**src/rtl/vga_ram_arbiter_if.sv**
```systemverilog
// Bundles the reader, writer and RAM-side signals of the spectrum/frame-buffer arbiter.
// Reader: rd_req/rd_addr -> rd_ack, then rd_valid/rd_data one cycle later.
// Writer: wr_req/wr_addr/wr_data/wr_be -> wr_ack. RAM: address/byteenable/chipselect/write/writedata/readdata.
//
// Modports:
//   slave  - the arbiter's view: it consumes requests and drives acks and the RAM pins.
//   master - the surroundings' view: requesters plus the RAM model or RAM wrapper.
interface vga_ram_arbiter_if #(
  parameter int ADDR_W = 10,
  parameter int DATA_W = 32,
  parameter int BE_W   = 4
);
  // Reader (VGA pixel fetch)
  logic              rd_req;
  logic [ADDR_W-1:0] rd_addr;
  logic              rd_ack;
  logic [DATA_W-1:0] rd_data;
  logic              rd_valid;

  // Writer (FFT result store)
  logic              wr_req;
  logic [ADDR_W-1:0] wr_addr;
  logic [DATA_W-1:0] wr_data;
  logic [BE_W-1:0]   wr_be;
  logic              wr_ack;

  // Avalon-style single-port RAM pins
  logic [ADDR_W-1:0] ram_address;
  logic [BE_W-1:0]   ram_byteenable;
  logic              ram_chipselect;
  logic              ram_write;
  logic [DATA_W-1:0] ram_writedata;
  logic [DATA_W-1:0] ram_readdata;

  modport slave (
    input  rd_req, rd_addr,
    output rd_ack, rd_data, rd_valid,
    input  wr_req, wr_addr, wr_data, wr_be,
    output wr_ack,
    output ram_address, ram_byteenable, ram_chipselect, ram_write, ram_writedata,
    input  ram_readdata
  );

  modport master (
    output rd_req, rd_addr,
    input  rd_ack, rd_data, rd_valid,
    output wr_req, wr_addr, wr_data, wr_be,
    input  wr_ack,
    input  ram_address, ram_byteenable, ram_chipselect, ram_write, ram_writedata,
    output ram_readdata
  );
endinterface

```
**src/rtl/vga_ram_arbiter.sv**
```systemverilog
// Purpose: share one single-port 1024x32 RAM between the VGA reader (priority) and the FFT writer.
// Latency: acks are combinational in the request cycle; read data/rd_valid return one cycle after rd_ack.
// Backpressure: a denied requester holds req/addr/data until its ack; a starvation counter bounds the writer's wait.
//
// Ports:
//   clk          - system clock.
//   reset        - asynchronous, active-high; forces all grants low while asserted.
//   bus          - reader, writer and RAM pins (vga_ram_arbiter_if.slave).
//   starve_grant - pulses when the writer wins over a pending reader because of the starvation limit.
module vga_ram_arbiter #(
  parameter int ADDR_W       = 10,
  parameter int DATA_W       = 32,
  parameter int BE_W         = 4,
  parameter int STARVE_LIMIT = 8
) (
  input  logic              clk,
  input  logic              reset,
  vga_ram_arbiter_if.slave  bus,
  output logic              starve_grant
);

  // The counter is 8 bits wide, so the limit is compared in 8 bits too.
  localparam logic [7:0] LIMIT8 = 8'(STARVE_LIMIT);

  logic [7:0] starve_cnt;
  logic       starve_hit;
  logic       grant_wr;
  logic       grant_rd;
  logic       rd_valid_q;

  assign starve_hit = (starve_cnt == LIMIT8);

  // Grant decision. The reader wins by default because display timing is
  // real-time; the writer wins when the reader is idle, or when it has already
  // been passed over STARVE_LIMIT times in a row. Reset masks both grants so
  // nothing reaches the RAM while the system is coming up.
  always_comb begin
    grant_wr = 1'b0;
    grant_rd = 1'b0;
    if (!reset) begin
      grant_wr = bus.wr_req & (~bus.rd_req | starve_hit);
      grant_rd = bus.rd_req & ~grant_wr;
    end
  end

  assign bus.wr_ack = grant_wr;
  assign bus.rd_ack = grant_rd;
  assign starve_grant = grant_wr & bus.rd_req;

  // RAM drive. Only one of read/write is granted per cycle, so a read and a
  // write never collide at the RAM. With no grant the address idles on the
  // reader's address; chipselect low makes its value irrelevant.
  assign bus.ram_chipselect = grant_rd | grant_wr;
  assign bus.ram_write      = grant_wr;
  assign bus.ram_address    = grant_wr ? bus.wr_addr : bus.rd_addr;
  assign bus.ram_writedata  = bus.wr_data;
  assign bus.ram_byteenable = grant_wr ? bus.wr_be : {BE_W{1'b1}};

  // The RAM registers its address, so its readdata output is already aligned
  // with rd_valid; it is passed straight through.
  assign bus.rd_data  = bus.ram_readdata;
  assign bus.rd_valid = rd_valid_q;

  // starve_cnt counts consecutive reader wins while the writer waits. It
  // restarts whenever the writer is served or stops asking. Because a reader
  // win with the writer waiting implies the limit was not yet reached, the
  // saturation guard is a safety net rather than a reachable case.
  always_ff @(posedge clk or posedge reset) begin
    if (reset) begin
      starve_cnt <= 8'd0;
      rd_valid_q <= 1'b0;
    end else begin
      rd_valid_q <= grant_rd;
      if (grant_wr || !bus.wr_req) begin
        starve_cnt <= 8'd0;
      end else if (grant_rd && !starve_hit) begin
        starve_cnt <= starve_cnt + 8'd1;
      end
    end
  end

endmodule

```
**src/flat_wrapper.sv**
```systemverilog
// flat-port wrapper written by rule: the top's interface ports become plain ports
module vga_ram_arbiter_flat 
#(
  parameter int ADDR_W       = 10,
  parameter int DATA_W       = 32,
  parameter int BE_W         = 4,
  parameter int STARVE_LIMIT = 8
)
  (clk, reset, starve_grant, bus_rd_req, bus_rd_addr, bus_rd_ack, bus_rd_data, bus_rd_valid, bus_wr_req, bus_wr_addr, bus_wr_data, bus_wr_be, bus_wr_ack, bus_ram_address, bus_ram_byteenable, bus_ram_chipselect, bus_ram_write, bus_ram_writedata, bus_ram_readdata);
  vga_ram_arbiter_if #(.ADDR_W(ADDR_W), .DATA_W(DATA_W), .BE_W(BE_W)) bus_i ();
  input  logic clk;
  input  logic reset;
  output logic starve_grant;
  input wire logic [$bits(bus_i.rd_req)-1:0] bus_rd_req;
  input wire logic [$bits(bus_i.rd_addr)-1:0] bus_rd_addr;
  output wire logic [$bits(bus_i.rd_ack)-1:0] bus_rd_ack;
  output wire logic [$bits(bus_i.rd_data)-1:0] bus_rd_data;
  output wire logic [$bits(bus_i.rd_valid)-1:0] bus_rd_valid;
  input wire logic [$bits(bus_i.wr_req)-1:0] bus_wr_req;
  input wire logic [$bits(bus_i.wr_addr)-1:0] bus_wr_addr;
  input wire logic [$bits(bus_i.wr_data)-1:0] bus_wr_data;
  input wire logic [$bits(bus_i.wr_be)-1:0] bus_wr_be;
  output wire logic [$bits(bus_i.wr_ack)-1:0] bus_wr_ack;
  output wire logic [$bits(bus_i.ram_address)-1:0] bus_ram_address;
  output wire logic [$bits(bus_i.ram_byteenable)-1:0] bus_ram_byteenable;
  output wire logic [$bits(bus_i.ram_chipselect)-1:0] bus_ram_chipselect;
  output wire logic [$bits(bus_i.ram_write)-1:0] bus_ram_write;
  output wire logic [$bits(bus_i.ram_writedata)-1:0] bus_ram_writedata;
  input wire logic [$bits(bus_i.ram_readdata)-1:0] bus_ram_readdata;
  assign bus_i.rd_req = bus_rd_req;
  assign bus_i.rd_addr = bus_rd_addr;
  assign bus_rd_ack = bus_i.rd_ack;
  assign bus_rd_data = bus_i.rd_data;
  assign bus_rd_valid = bus_i.rd_valid;
  assign bus_i.wr_req = bus_wr_req;
  assign bus_i.wr_addr = bus_wr_addr;
  assign bus_i.wr_data = bus_wr_data;
  assign bus_i.wr_be = bus_wr_be;
  assign bus_wr_ack = bus_i.wr_ack;
  assign bus_ram_address = bus_i.ram_address;
  assign bus_ram_byteenable = bus_i.ram_byteenable;
  assign bus_ram_chipselect = bus_i.ram_chipselect;
  assign bus_ram_write = bus_i.ram_write;
  assign bus_ram_writedata = bus_i.ram_writedata;
  assign bus_i.ram_readdata = bus_ram_readdata;
  vga_ram_arbiter #(.ADDR_W(ADDR_W), .DATA_W(DATA_W), .BE_W(BE_W), .STARVE_LIMIT(STARVE_LIMIT)) u_core (.clk(clk), .reset(reset), .bus(bus_i), .starve_grant(starve_grant));
endmodule
```
**config.mk**
```make
export PLATFORM = sky130hd
export DESIGN_NAME = vga_ram_arbiter_flat
export DESIGN_NICKNAME = d
export VERILOG_FILES = /design/src/rtl/vga_ram_arbiter_if.sv /design/src/rtl/vga_ram_arbiter.sv /design/src/flat_wrapper.sv
export SDC_FILE = /design/constraint.sdc
export NUM_CORES = 1
export LEC_CHECK = 0
export BUFFER_PORTS_ARGS = -buffer_cell sky130_fd_sc_hd__buf_2
export CAP_MARGIN = 20
export CORE_MARGIN = 5
export CORE_UTILIZATION = 32
export DETAILED_ROUTE_END_ITERATION = 12
export HOLD_SLACK_MARGIN = 0.02
export PLACE_DENSITY = 0.95
export SLEW_MARGIN = 20
export SYNTH_ARGS = -nofsm -noshare
export SYNTH_HDL_FRONTEND = slang
export SYNTH_SLANG_ARGS = --single-unit
```
**constraint.sdc**
```tcl
create_clock -name clk -period 4.5 [get_ports clk]
set_input_delay 0.9 -clock clk [delete_from_list [all_inputs] [get_ports clk]]
set_output_delay 0.9 -clock clk [all_outputs]
set_load 0.01 [all_outputs]
```
==> metrics, run 1 <==
status completed; Post-synth EDFFs 0; Slew HR 0.527; final period utilization 0.815; first-pass GRT wire length 4660 um; Yosys top cell by area buf_4; Yosys top cell area share 0.409; clk_lat worst skew about 0.23 ns; Most used DFF post-synth dfrtp_1; Worst-path clk slew approximately 0.040 ns; final estimated routing congestion in global placement around 0.74; HP Class reg -> reg; Power Density 226 nW/um^2; CTS H-tree lvls 1; Core Footprint around 3600 sq um; FMAX 273 MHz; clock buffer depth 2; vias in the first global route roughly 860; Worst Clk Skew 0.00189 ns; R2R depth 6; worst-path fanout max 16; IO Pins between 150 and 200; post-CTS resize count 0; fin. max-slew vios 0; initial antenna violation count 0; Setup WS post-layout a little over 0.8 ns; startpoint types register; share of cells above drive strength 1 0.512; Worst Path Arrival roughly 2.8 ns; largest net degree at the start of global routing 17; nets@finish 216; setup tns final 0 ns; Post CTS Setup Buffer Count 0; Distinct cells, synth 29; I/O Buffers between 40 and 50; Die W between 70 and 80 um; part of the Yosys area used for sequential elements 0.189; Chip Height between 70 and 80 um; max-cap violation count 0; final setup vio count 0; overall power 229 uW; worst reg2reg endpoint u_core.starve_cnt[6]; hold_buf cts 0; most area-consuming cells after synthesis buf_4 (41%), dfrtp_1 (19%), mux2_4 (6.3%); Min-Delay Endpoint u_core.starve_cnt[7]; dpl cell area just under 1000 sq um; root buffer cell clkbuf_8; ys async rst share 1.00; TritonCTS clock tree done; maximum vdd drop approximately 0.00017 V; synth warn 0; cells after synthesis approximately 140; r2r startpoint u_core.starve_cnt[0]; HPWL Detailed approximately 2700 um; Worst-Margin Slew a little over 0.7 ns; R2R setup slack between 2 and 2.5 ns; Yosys reg bits 9; # diodes 0; fin area roughly 1000 sq um; slowest stage cell, crit path and2_1; final hold violations 0; Hold Crit Start u_core.starve_cnt[7]; fin crit period between 3 and 4 ns; via count approximately 810; routed wire length between 3000 and 4000 um; final hold slack 0.568 ns; P&R area growth vs syn -15.0%; CP max stage delay ~0.64 ns; WL/cell ~19 um; CTS buffer count 3; required time of the critical path between 3 and 4 ns; Pleak a little under 0.0005 uW; initial drt markers 9; grt ovf 0; drt drc 0; Worst Hold Depth 2; gr usage total 0.118; num rows 22; RSZ-0062 raised after global routing false; DR pass1 iterations 4; post-route ant nets 0; die area approximately 5000 sq um; Via density around 4.8; critical path class reg -> out; clock tree sinks 9; critical path cell sequence inv_1, ha_1, or4b_4, o41ai_2, and2_1, mux2_2, buf_2; pre-CTS setup slack between 1 and 1.5 ns; synthesized cell area roughly 1200 sq um; Mean Syn Cell Area 8.71 sq um; Post-Syn Nets about 230; initial core utilization 0.329; CP endpoint kind output pin
worst max-delay path: cells and delay by family, from the launching register on:
kind / cells / cell delay, ns
DFF: 1 / 0.40
buffers and inverters: 2 / 0.24
muxes: 1 / 0.41
AOI/OAI and AO/OA: 1 / 0.24
adders and majority gates: 1 / 0.14
and+or+nand+nor: 2 / 1.11
cells in the mapped netlist, drive strengths merged, types with 2 or more instances:
master,instances
buf,67
mux2,10
dfrtp,9
nand2,8
nor2,8
inv,4
nand2b,4
and3,3
xnor2,3
a21boi,2
ha,2
nand3,2
xor2,2
flip-flops by register name, summed over array words and instances (netlist names):
signal               flops
u_core.bus.rd_valid      1
u_core.starve_cnt        8
layer usage:
layer | vias up | part of all wire | GRT usage
met2 | 83 | 0.46 | 0.176
met5 | - | 0.014 | 0.0808
met1 | 358 | 0.30 | 0.108
met4 | 2 | 0.054 | 0.0710
li1 | 346 | - | -
met3 | 20 | 0.17 | 0.0938
cell usage in the layout (no fill, tap or decap), drive strengths merged:
master / synthesis / layout
nand2b: 4 / 4
nand2: 8 / 8
o41a: 1 / 1
or3: 1 / 1
xor2: 2 / 2
inv: 4 / 4
a21oi: 1 / 1
nand3: 2 / 2
nand3b: 1 / 1
buf: 67 / 47
and2: 1 / 1
nor2b: 1 / 1
nor4: 1 / 1
and3: 3 / 3
or4b: 1 / 1
clkbuf: 0 / 4
nand4: 1 / 1
o41ai: 1 / 1
nor3: 1 / 1
ha: 2 / 2
nor2: 8 / 8
o21ai: 1 / 1
mux2: 10 / 10
dfrtp: 9 / 9
xnor2: 3 / 3
a21boi: 2 / 2
and4b: 1 / 1
worst max path at each step:
stage,startpoint,to,cells after the start
floorplan,u_core.starve_cnt[0],bus_ram_address[4],8
global placement,u_core.starve_cnt[0],bus_ram_address[0],7
detailed placement,u_core.starve_cnt[0],bus_ram_address[1],7
CTS,u_core.starve_cnt[0],bus_ram_address[1],7
global route,u_core.starve_cnt[0],bus_ram_address[1],7
finish,u_core.starve_cnt[0],bus_ram_address[1],7
power by group:
part           switching (uW)  internal, uW
logic                    24.6          27.2
clock network            32.2          61.8
registers               0.784          82.3
total                    57.6           171
cells by family after synthesis:
family	Yosys count	share of synthesized area
AO/OA/AOI/OAI	6	0.0440
adder cells (fa/ha/maj)	2	0.0210
flip-flops	9	0.189
XOR/XNOR	5	0.0367
buffers and inverters	71	0.448
multiplexers	10	0.110
AND/OR/NAND/NOR	34	0.152
stage by stage:
step	util	instances
global placement	0.267	165
finish	0.279	169
floorplan	-	137
CTS	0.279	169
global route	0.279	169
detailed placement	0.267	165
final cells by class:
class                           instances  area [sq um]
Clock buffer                            4          45.0
Fill cell                             409          2620
Inverter                                4          15.0
Multi-Input combinational cell         57           434
Sequential cell                         9           225
Tap cell                               48          60.1
Timing Repair Buffer                   47           235
Note: power is estimated with default switching activity, not from simulation.
==> run 2, diff against run 1 <==
CORE_UTILIZATION = 27   (was 32)
PLACE_DENSITY = 0.89   (was 0.95)
clock period = 3.21 ns   (was 4.5 ns; I/O delays follow)
==> run 2 against run 1 <==
Flip-flop and latch count unchanged. Count of clock-buffer cells in the layout unchanged. Largest cell class unchanged. Cell count increased by 3.0%. Setup slack got worse by 0.67 ns. First-iteration DRC count decreased by 44%. Design area increased by 1.6%. Sequential power increased by 41%.
==> metrics, run 2 (same netlist as run 1, synthesis figures left out) <==
status completed (unchanged); filler cell count 487 (was 409); required time of the critical path 2.57 ns (was 3.60 ns); commonest non-fill, non-tap cells in the layout buf_2 (47), dfrtp_1 (9), nand2_1 (8), nor2_1 (8) (unchanged); number of flip-flops in the largest register 8 (unchanged); slowest stage cell, crit path or4b_4 (was and2_1); die area 5850 sq um (was 5050 sq um); via count 773 (was 809); HP Class in -> async (was reg -> reg); worst-path fanout max 16 (unchanged); Power Density 313 nW/um^2 (was 226 nW/um^2); # diodes 0 (unchanged); RSZ-0062 raised after global routing false (unchanged); HPWL Detailed 2590 um (was 2710 um); CTS H-tree lvls 1 (unchanged); area of the multi-input gates 434 sq um (unchanged); final estimated routing congestion in global placement 0.768 (was 0.742); P&R area growth vs syn -13.6% (was -15.0%); Slew HR 0.713 (was 0.527); initial core utilization 0.276 (was 0.329); I/O Buffers 47 (unchanged); IO Pins 176 (unchanged); Die W 76.5 um (was 71.1 um); fin. max-slew vios 0 (unchanged); vias in the first global route 789 (was 862); final hold violations 0 (unchanged); routed wire length 2920 um (was 3130 um); FMAX 328 MHz; Chip Height 76.5 um (was 71.1 um); Worst Path Arrival 2.40 ns (was 2.77 ns); Non-Filler Instances 174 (was 169); WL/cell 16.8 um (was 18.5 um); drt drc 0 (unchanged); critical path class reg -> out (unchanged); clk_lat worst skew 0.24 ns (was 0.23 ns); initial drt markers 5 (was 9); share of cells above drive strength 1 0.516 (was 0.512); dpl cell area 982 sq um (was 970 sq um); nets@finish 217 (was 216); final core occ 0.238 (was 0.279); first-pass GRT wire length 4350 um (was 4660 um); hold_buf cts 0 (unchanged); TritonCTS clock tree done (unchanged); final period utilization 0.949; GRT met1 Usage 0.0823 (was 0.108); CTS buffer count 3 (unchanged); startpoint types register (unchanged); largest register by flop count u_core.starve_cnt (unchanged); commonest non-fill, non-tap cell in the layout buf_2 (unchanged); GR Layer Usage met2 0.140 (was 0.176); largest net degree at the start of global routing 17 (unchanged); num rows 24 (was 22); DR pass1 iterations 2 (was 4); CP endpoint kind output pin (unchanged); critical path cell sequence inv_1, ha_1, or4b_4, o41ai_2, and2_1, buf_6, mux2_2, buf_2 (was inv_1, ha_1, or4b_4, o41ai_2, and2_1, mux2_2, buf_2); grt peak-use layer met2 (unchanged); final setup vio count 0 (unchanged); final hold slack 0.441 ns (was 0.568 ns); placed cell count 170 (was 165); maximum vdd drop 0.000196 V (was 0.000172 V); gr usage total 0.0945 (was 0.118); clock tree sinks 9 (unchanged); Worst path top cell family by delay simple AND/OR/NAND/NOR gates (unchanged); Via density 4.44 (was 4.79); CP bufs+invs 3 (was 2); grt ovf 0 (unchanged); max-cap violation count 0 (unchanged); clock buffer depth 2 (unchanged); Core Footprint 4320 sq um (was 3630 sq um); CP max stage delay 0.47 ns (was 0.64 ns); Worst-path clk slew 0.05 ns (was 0.04 ns); Worst-Margin Slew 0.428 ns (was 0.710 ns); register area 225 sq um (unchanged); fin area 1030 sq um (was 1010 sq um); setup tns final 0 ns (unchanged); Pleak 0.000500 uW (was 0.000494 uW); initial antenna violation count 0 (unchanged); met3 Usage GRT 0.0851 (was 0.0938); post-route ant nets 0 (unchanged); Worst Clk Skew 0.00732 ns (was 0.00189 ns); fin crit period about 3 ns; root buffer cell clkbuf_8 (unchanged)
-- run 2: worst register-to-register path: stages, from the launching register on --
cell     delay, ns
dfrtp_1       0.40
inv_1         0.09
ha_1          0.14
or4b_4        0.47
o41a_1        0.37
o21ai_1       0.38
nor2_1        0.11
-- run 2: repair_timing --
item | CTS | global route
resized for setup | 0 | 1
hold endpoints to repair | 0 | 0
endpoints found under the setup margin | 0 | 8
buffers inserted | 0 | 0
-- run 2: final cells by class --
class,count,area share
Multi-Input combinational cell,57,0.421
Timing Repair Buffer,48,0.239
Sequential cell,9,0.218
Tap cell,52,0.0631
Clock buffer,4,0.0437
Inverter,4,0.0146
-- run 2: per-layer routing --
metal / vias up / part of all wire
met3: 22 / 0.20
met5: - / 0
li1: 347 / -
met2: 74 / 0.46
met1: 330 / 0.29
met4: 0 / 0.047
-- run 2: per-stage QoR --
stage	worst slack, ns	power, uW
floorplan	0.590	240
global placement	0.421	189
detailed placement	0.384	191
CTS	0.122	326
global route	0.000708	342
finish	0.163	323
-- run 2: path summary, 6_finish.rpt --
check / slack, ns / from / cells after the start / end
worst max-delay path: 0.16 / u_core.starve_cnt[0] / 8 / bus_ram_address[2]
worst min-delay path: 0.44 / reset / 2 / u_core.starve_cnt[0]
worst max register to register: 1.13 / u_core.starve_cnt[0] / 6 / u_core.starve_cnt[6]
worst min register to register: 0.56 / u_core.starve_cnt[7] / 2 / u_core.starve_cnt[7]
max in group asynchronous: 2.48 / reset / 2 / u_core.starve_cnt[4]
min in group clk: 0.56 / u_core.starve_cnt[7] / 2 / u_core.starve_cnt[7]
-- run 2: power breakdown --
part / switching [uW] / leakage (uW) / internal (uW)
Combinational: 32.8 / 0.000354 / 38.8
Clock: 47.6 / 0.0000228 / 86.8
Sequential: 1.11 / 0.000124 / 115
Total: 81.5 / 0.000500 / 241
==> run 3, diff against run 2 <==
ABC_AREA = 1   (was not set)
CORE_UTILIZATION = 29   (was 27)
PLACE_DENSITY = 0.91   (was 0.89)
==> run 3 against run 2 <==
Sequential share of layout area is 2.2 points lower. Cell count up 37%. Clock power about the same. Synthesized area grew 10%. Via count rose by 39%. Flip-flop and latch count did not move. Synthesized cell count rose by 49%. Combinational power increased by 6.0%. Count of clock-buffer cells in the layout unchanged. Design area rose by 11%. First-iteration DRC count rose to 14 times the previous value. Highest routed layer unchanged.
==> metrics, run 3 <==
status completed (unchanged); Post-synth top cells buf_4 (67), nand2_1 (49), nand3_1 (22), inv_1 (20), nor2_1 (11) (was buf_4 (65), dfrtp_1 (9), nand2_1 (8), nor2_1 (8)); Critical Path Most Common Cell nor2_2; initial drt markers 70 (was 5); HPWL Detailed 2480 um (was 2590 um); P&R area growth vs syn -13.0% (was -13.6%); Post CTS Setup Buffer Count 0 (unchanged); part of the Yosys area used for sequential elements 0.171 (was 0.189); R2R setup slack 1.57 ns (was 1.13 ns); most common cell in the netlist buf_4 (unchanged); setup tns final 0 ns (unchanged); worst reg2reg endpoint u_core.bus.rd_valid (was u_core.starve_cnt[6]); Mean Syn Cell Area 6.44 sq um (was 8.71 sq um); Chip Height 77.3 um (was 76.5 um); clk_lat worst skew 0.23 ns (was 0.24 ns); nets@finish 281 (was 217); cells after synthesis 204 (was 137); Non-Filler Instances 238 (was 174); Worst-Margin Slew 0.414 ns (was 0.428 ns); num rows 24 (unchanged); ys async rst share 1.00 (unchanged); Yosys reg bits 9 (unchanged); critical path cell sequence inv_1, ha_1, nand3_1, nor2_2, nor2_2, nor2_2, nand3_1, nand2_1, buf_2 (was inv_1, ha_1, or4b_4, o41ai_2, and2_1, buf_6, mux2_2, buf_2); die area 5980 sq um (was 5850 sq um); largest register by flop count u_core.starve_cnt (unchanged); most area-consuming cells after synthesis buf_4 (38%), dfrtp_1 (17%), nand2_1 (14%) (was buf_4 (41%), dfrtp_1 (19%), mux2_4 (6.3%)); final setup vio count 0 (unchanged); max-cap violation count 0 (unchanged); placed cell count 234 (was 170); Post-Syn Nets 298 (was 231); Post-synth EDFFs 0 (unchanged); R2R depth 7 (was 6); Worst path top cell family by delay simple AND/OR/NAND/NOR gates (unchanged); Worst Path Arrival 1.97 ns (was 2.40 ns); Levels on crit path 9 (was 8); clock tree sinks 9 (unchanged); r2r startpoint u_core.starve_cnt[0] (unchanged); commonest non-fill, non-tap cells in the layout nand2_1 (49), buf_2 (47), nand3_1 (22), inv_1 (20), nor2_1 (11) (was buf_2 (47), dfrtp_1 (9), nand2_1 (8), nor2_1 (8)); CTS buffer count 3 (unchanged); Power Density 285 nW/um^2 (was 313 nW/um^2); initial core utilization 0.300 (was 0.276); Yosys top cell area share 0.383 (was 0.409); required time of the critical path 2.57 ns (about the same); Worst Clk Skew 0.00102 ns (was 0.00732 ns); maximum vdd drop 0.000160 V (was 0.000196 V); WL/cell 13.0 um (was 16.8 um); synthesized cell area 1310 sq um (was 1190 sq um); grt ovf 0 (unchanged); clock buffer depth 2 (unchanged); CP bufs+invs 2 (was 3); commonest non-fill, non-tap cell in the layout nand2_1 (was buf_2); Via density 4.53 (was 4.44); slowest stage cell, crit path dfrtp_1 (was or4b_4); Worst-path clk slew 0.04 ns (was 0.05 ns); fin. max-slew vios 0 (unchanged); vias in the first global route 1,026 (was 789); CTS H-tree lvls 1 (unchanged); gr usage total 0.101 (was 0.0945); CP max stage delay 0.42 ns (was 0.47 ns); share of cells above drive strength 1 0.296 (was 0.516); drt drc 0 (unchanged); TritonCTS clock tree done (unchanged); Slew HR 0.724 (was 0.713); via count 1,078 (was 773); Yosys top cell by area buf_4 (unchanged); largest net degree at the start of global routing 24 (was 17); worst-path fanout max 11 (was 16); final hold violations 0 (unchanged); I/O Buffers 47 (unchanged); critical path class reg -> out (unchanged); RSZ-0062 raised after global routing false (unchanged); CP endpoint bus_ram_address[0] (was bus_ram_address[2]); DR pass1 iterations 4 (was 2); synth warn 0 (unchanged); FMAX 383 MHz (was 328 MHz); number of flip-flops in the largest register 8 (unchanged); Most used DFF post-synth dfrtp_1 (unchanged); Die W 77.3 um (was 76.5 um); IO Pins 176 (unchanged); root buffer cell clkbuf_8 (unchanged); fin crit period 2.61 ns (was 3.05 ns); final estimated routing congestion in global placement 0.927 (was 0.768); HP Class in -> async (unchanged); hold_buf cts 0 (unchanged); Crit. Startpoint u_core.starve_cnt[0] (unchanged); initial antenna violation count 0 (unchanged); Pleak 0.000684 uW (was 0.000500 uW); post-route ant nets 0 (unchanged); Core Footprint 4380 sq um (was 4320 sq um); Distinct cells, synth 18 (was 29); # diodes 0 (unchanged); post-CTS resize count 0 (unchanged); CP endpoint kind output pin (unchanged); first-pass GRT wire length 4950 um (was 4350 um); routed wire length 3100 um (was 2920 um); startpoint types register (unchanged); final period utilization 0.813 (was 0.949)
run 3: cell types whose count changed after synthesis, sizes merged, moves of 2 or more:
cell / previous run / this run
nor2: 8 / 14
inv: 4 / 20
buf: 67 / 69
or2: 0 / 4
mux2: 10 / 0
nand2: 8 / 49
and3: 3 / 0
nand4: 1 / 6
nand2b: 4 / 0
nand3: 2 / 23
xnor2: 3 / 0
a21boi: 2 / 0
run 3: routing by layer:
layer	share of wire	vias to the layer above	GRT usage
met2	0.44	61	0.143
met5	0	-	0
met4	0.050	0	0.0808
met3	0.13	16	0.0492
met1	0.37	470	0.113
li1	-	531	-
run 3: metrics by stage:
stage          setup slack, ns  power (uW)  hold WS [ns]  utilization  instance area, sq um
2_1_floorplan             1.21         243         0.551            -                  1310
4_1_cts                  0.598         330         0.560        0.261                  1140
5_1_grt                  0.400         348         0.590        0.261                  1140
6_report                 0.600         326         0.564        0.261                  1140
3_3_place_gp             0.930         194         0.578        0.251                  1100
3_5_place_dp             0.878         195         0.604        0.251                  1100
run 3: how the worst min path moves through the flow:
stage | depth (start not counted) | to | from | slack (ns)
after floorplan | 2 | u_core.starve_cnt[4] | u_core.starve_cnt[4] | 0.55
after global placement | 2 | u_core.starve_cnt[0] | u_core.starve_cnt[0] | 0.58
after detailed placement | 3 | u_core.starve_cnt[7] | u_core.starve_cnt[7] | 0.60
after CTS | 3 | u_core.starve_cnt[2] | reset | 0.56
after global routing | 3 | u_core.starve_cnt[2] | reset | 0.59
final | 3 | u_core.starve_cnt[2] | reset | 0.56
run 3: area by class of cell:
class                           instances  area, sq um
Clock buffer                            4         45.0
Fill cell                             480         3240
Inverter                               20         75.1
Multi-Input combinational cell        105          490
Sequential cell                         9          225
Tap cell                               52         65.1
Timing Repair Buffer                   48          243
run 3: logic make-up (layout without fill, tap and decap cells):
| logic type | count (synthesis) | in the layout | synth area share |
|---|---|---|---|
| flip-flops | 9 | 9 | 0.171 |
| buffers and inverters | 90 | 72 | 0.455 |
| AND/OR/NAND/NOR | 98 | 98 | 0.332 |
| AO/OA/AOI/OAI | 4 | 4 | 0.0152 |
| XOR/XNOR | 1 | 1 | 0.00667 |
| adder cells (fa/ha/maj) | 2 | 2 | 0.0190 |
run 3: worst reg2reg max path, cell delays in order (launching register included):
cell and delay [ns]:
dfrtp_1 0.42, inv_1 0.10, ha_1 0.18, nand3_1 0.10, nor2_2 0.16, nor2_2 0.09
nor2_2 0.34, nor2_1 0.12
run 3: report_power, final:
group	switching (uW)	internal, uW	total [uW]
registers	1.97	116	118
logic	44.5	31.4	75.9
clock network	45.4	86.6	132
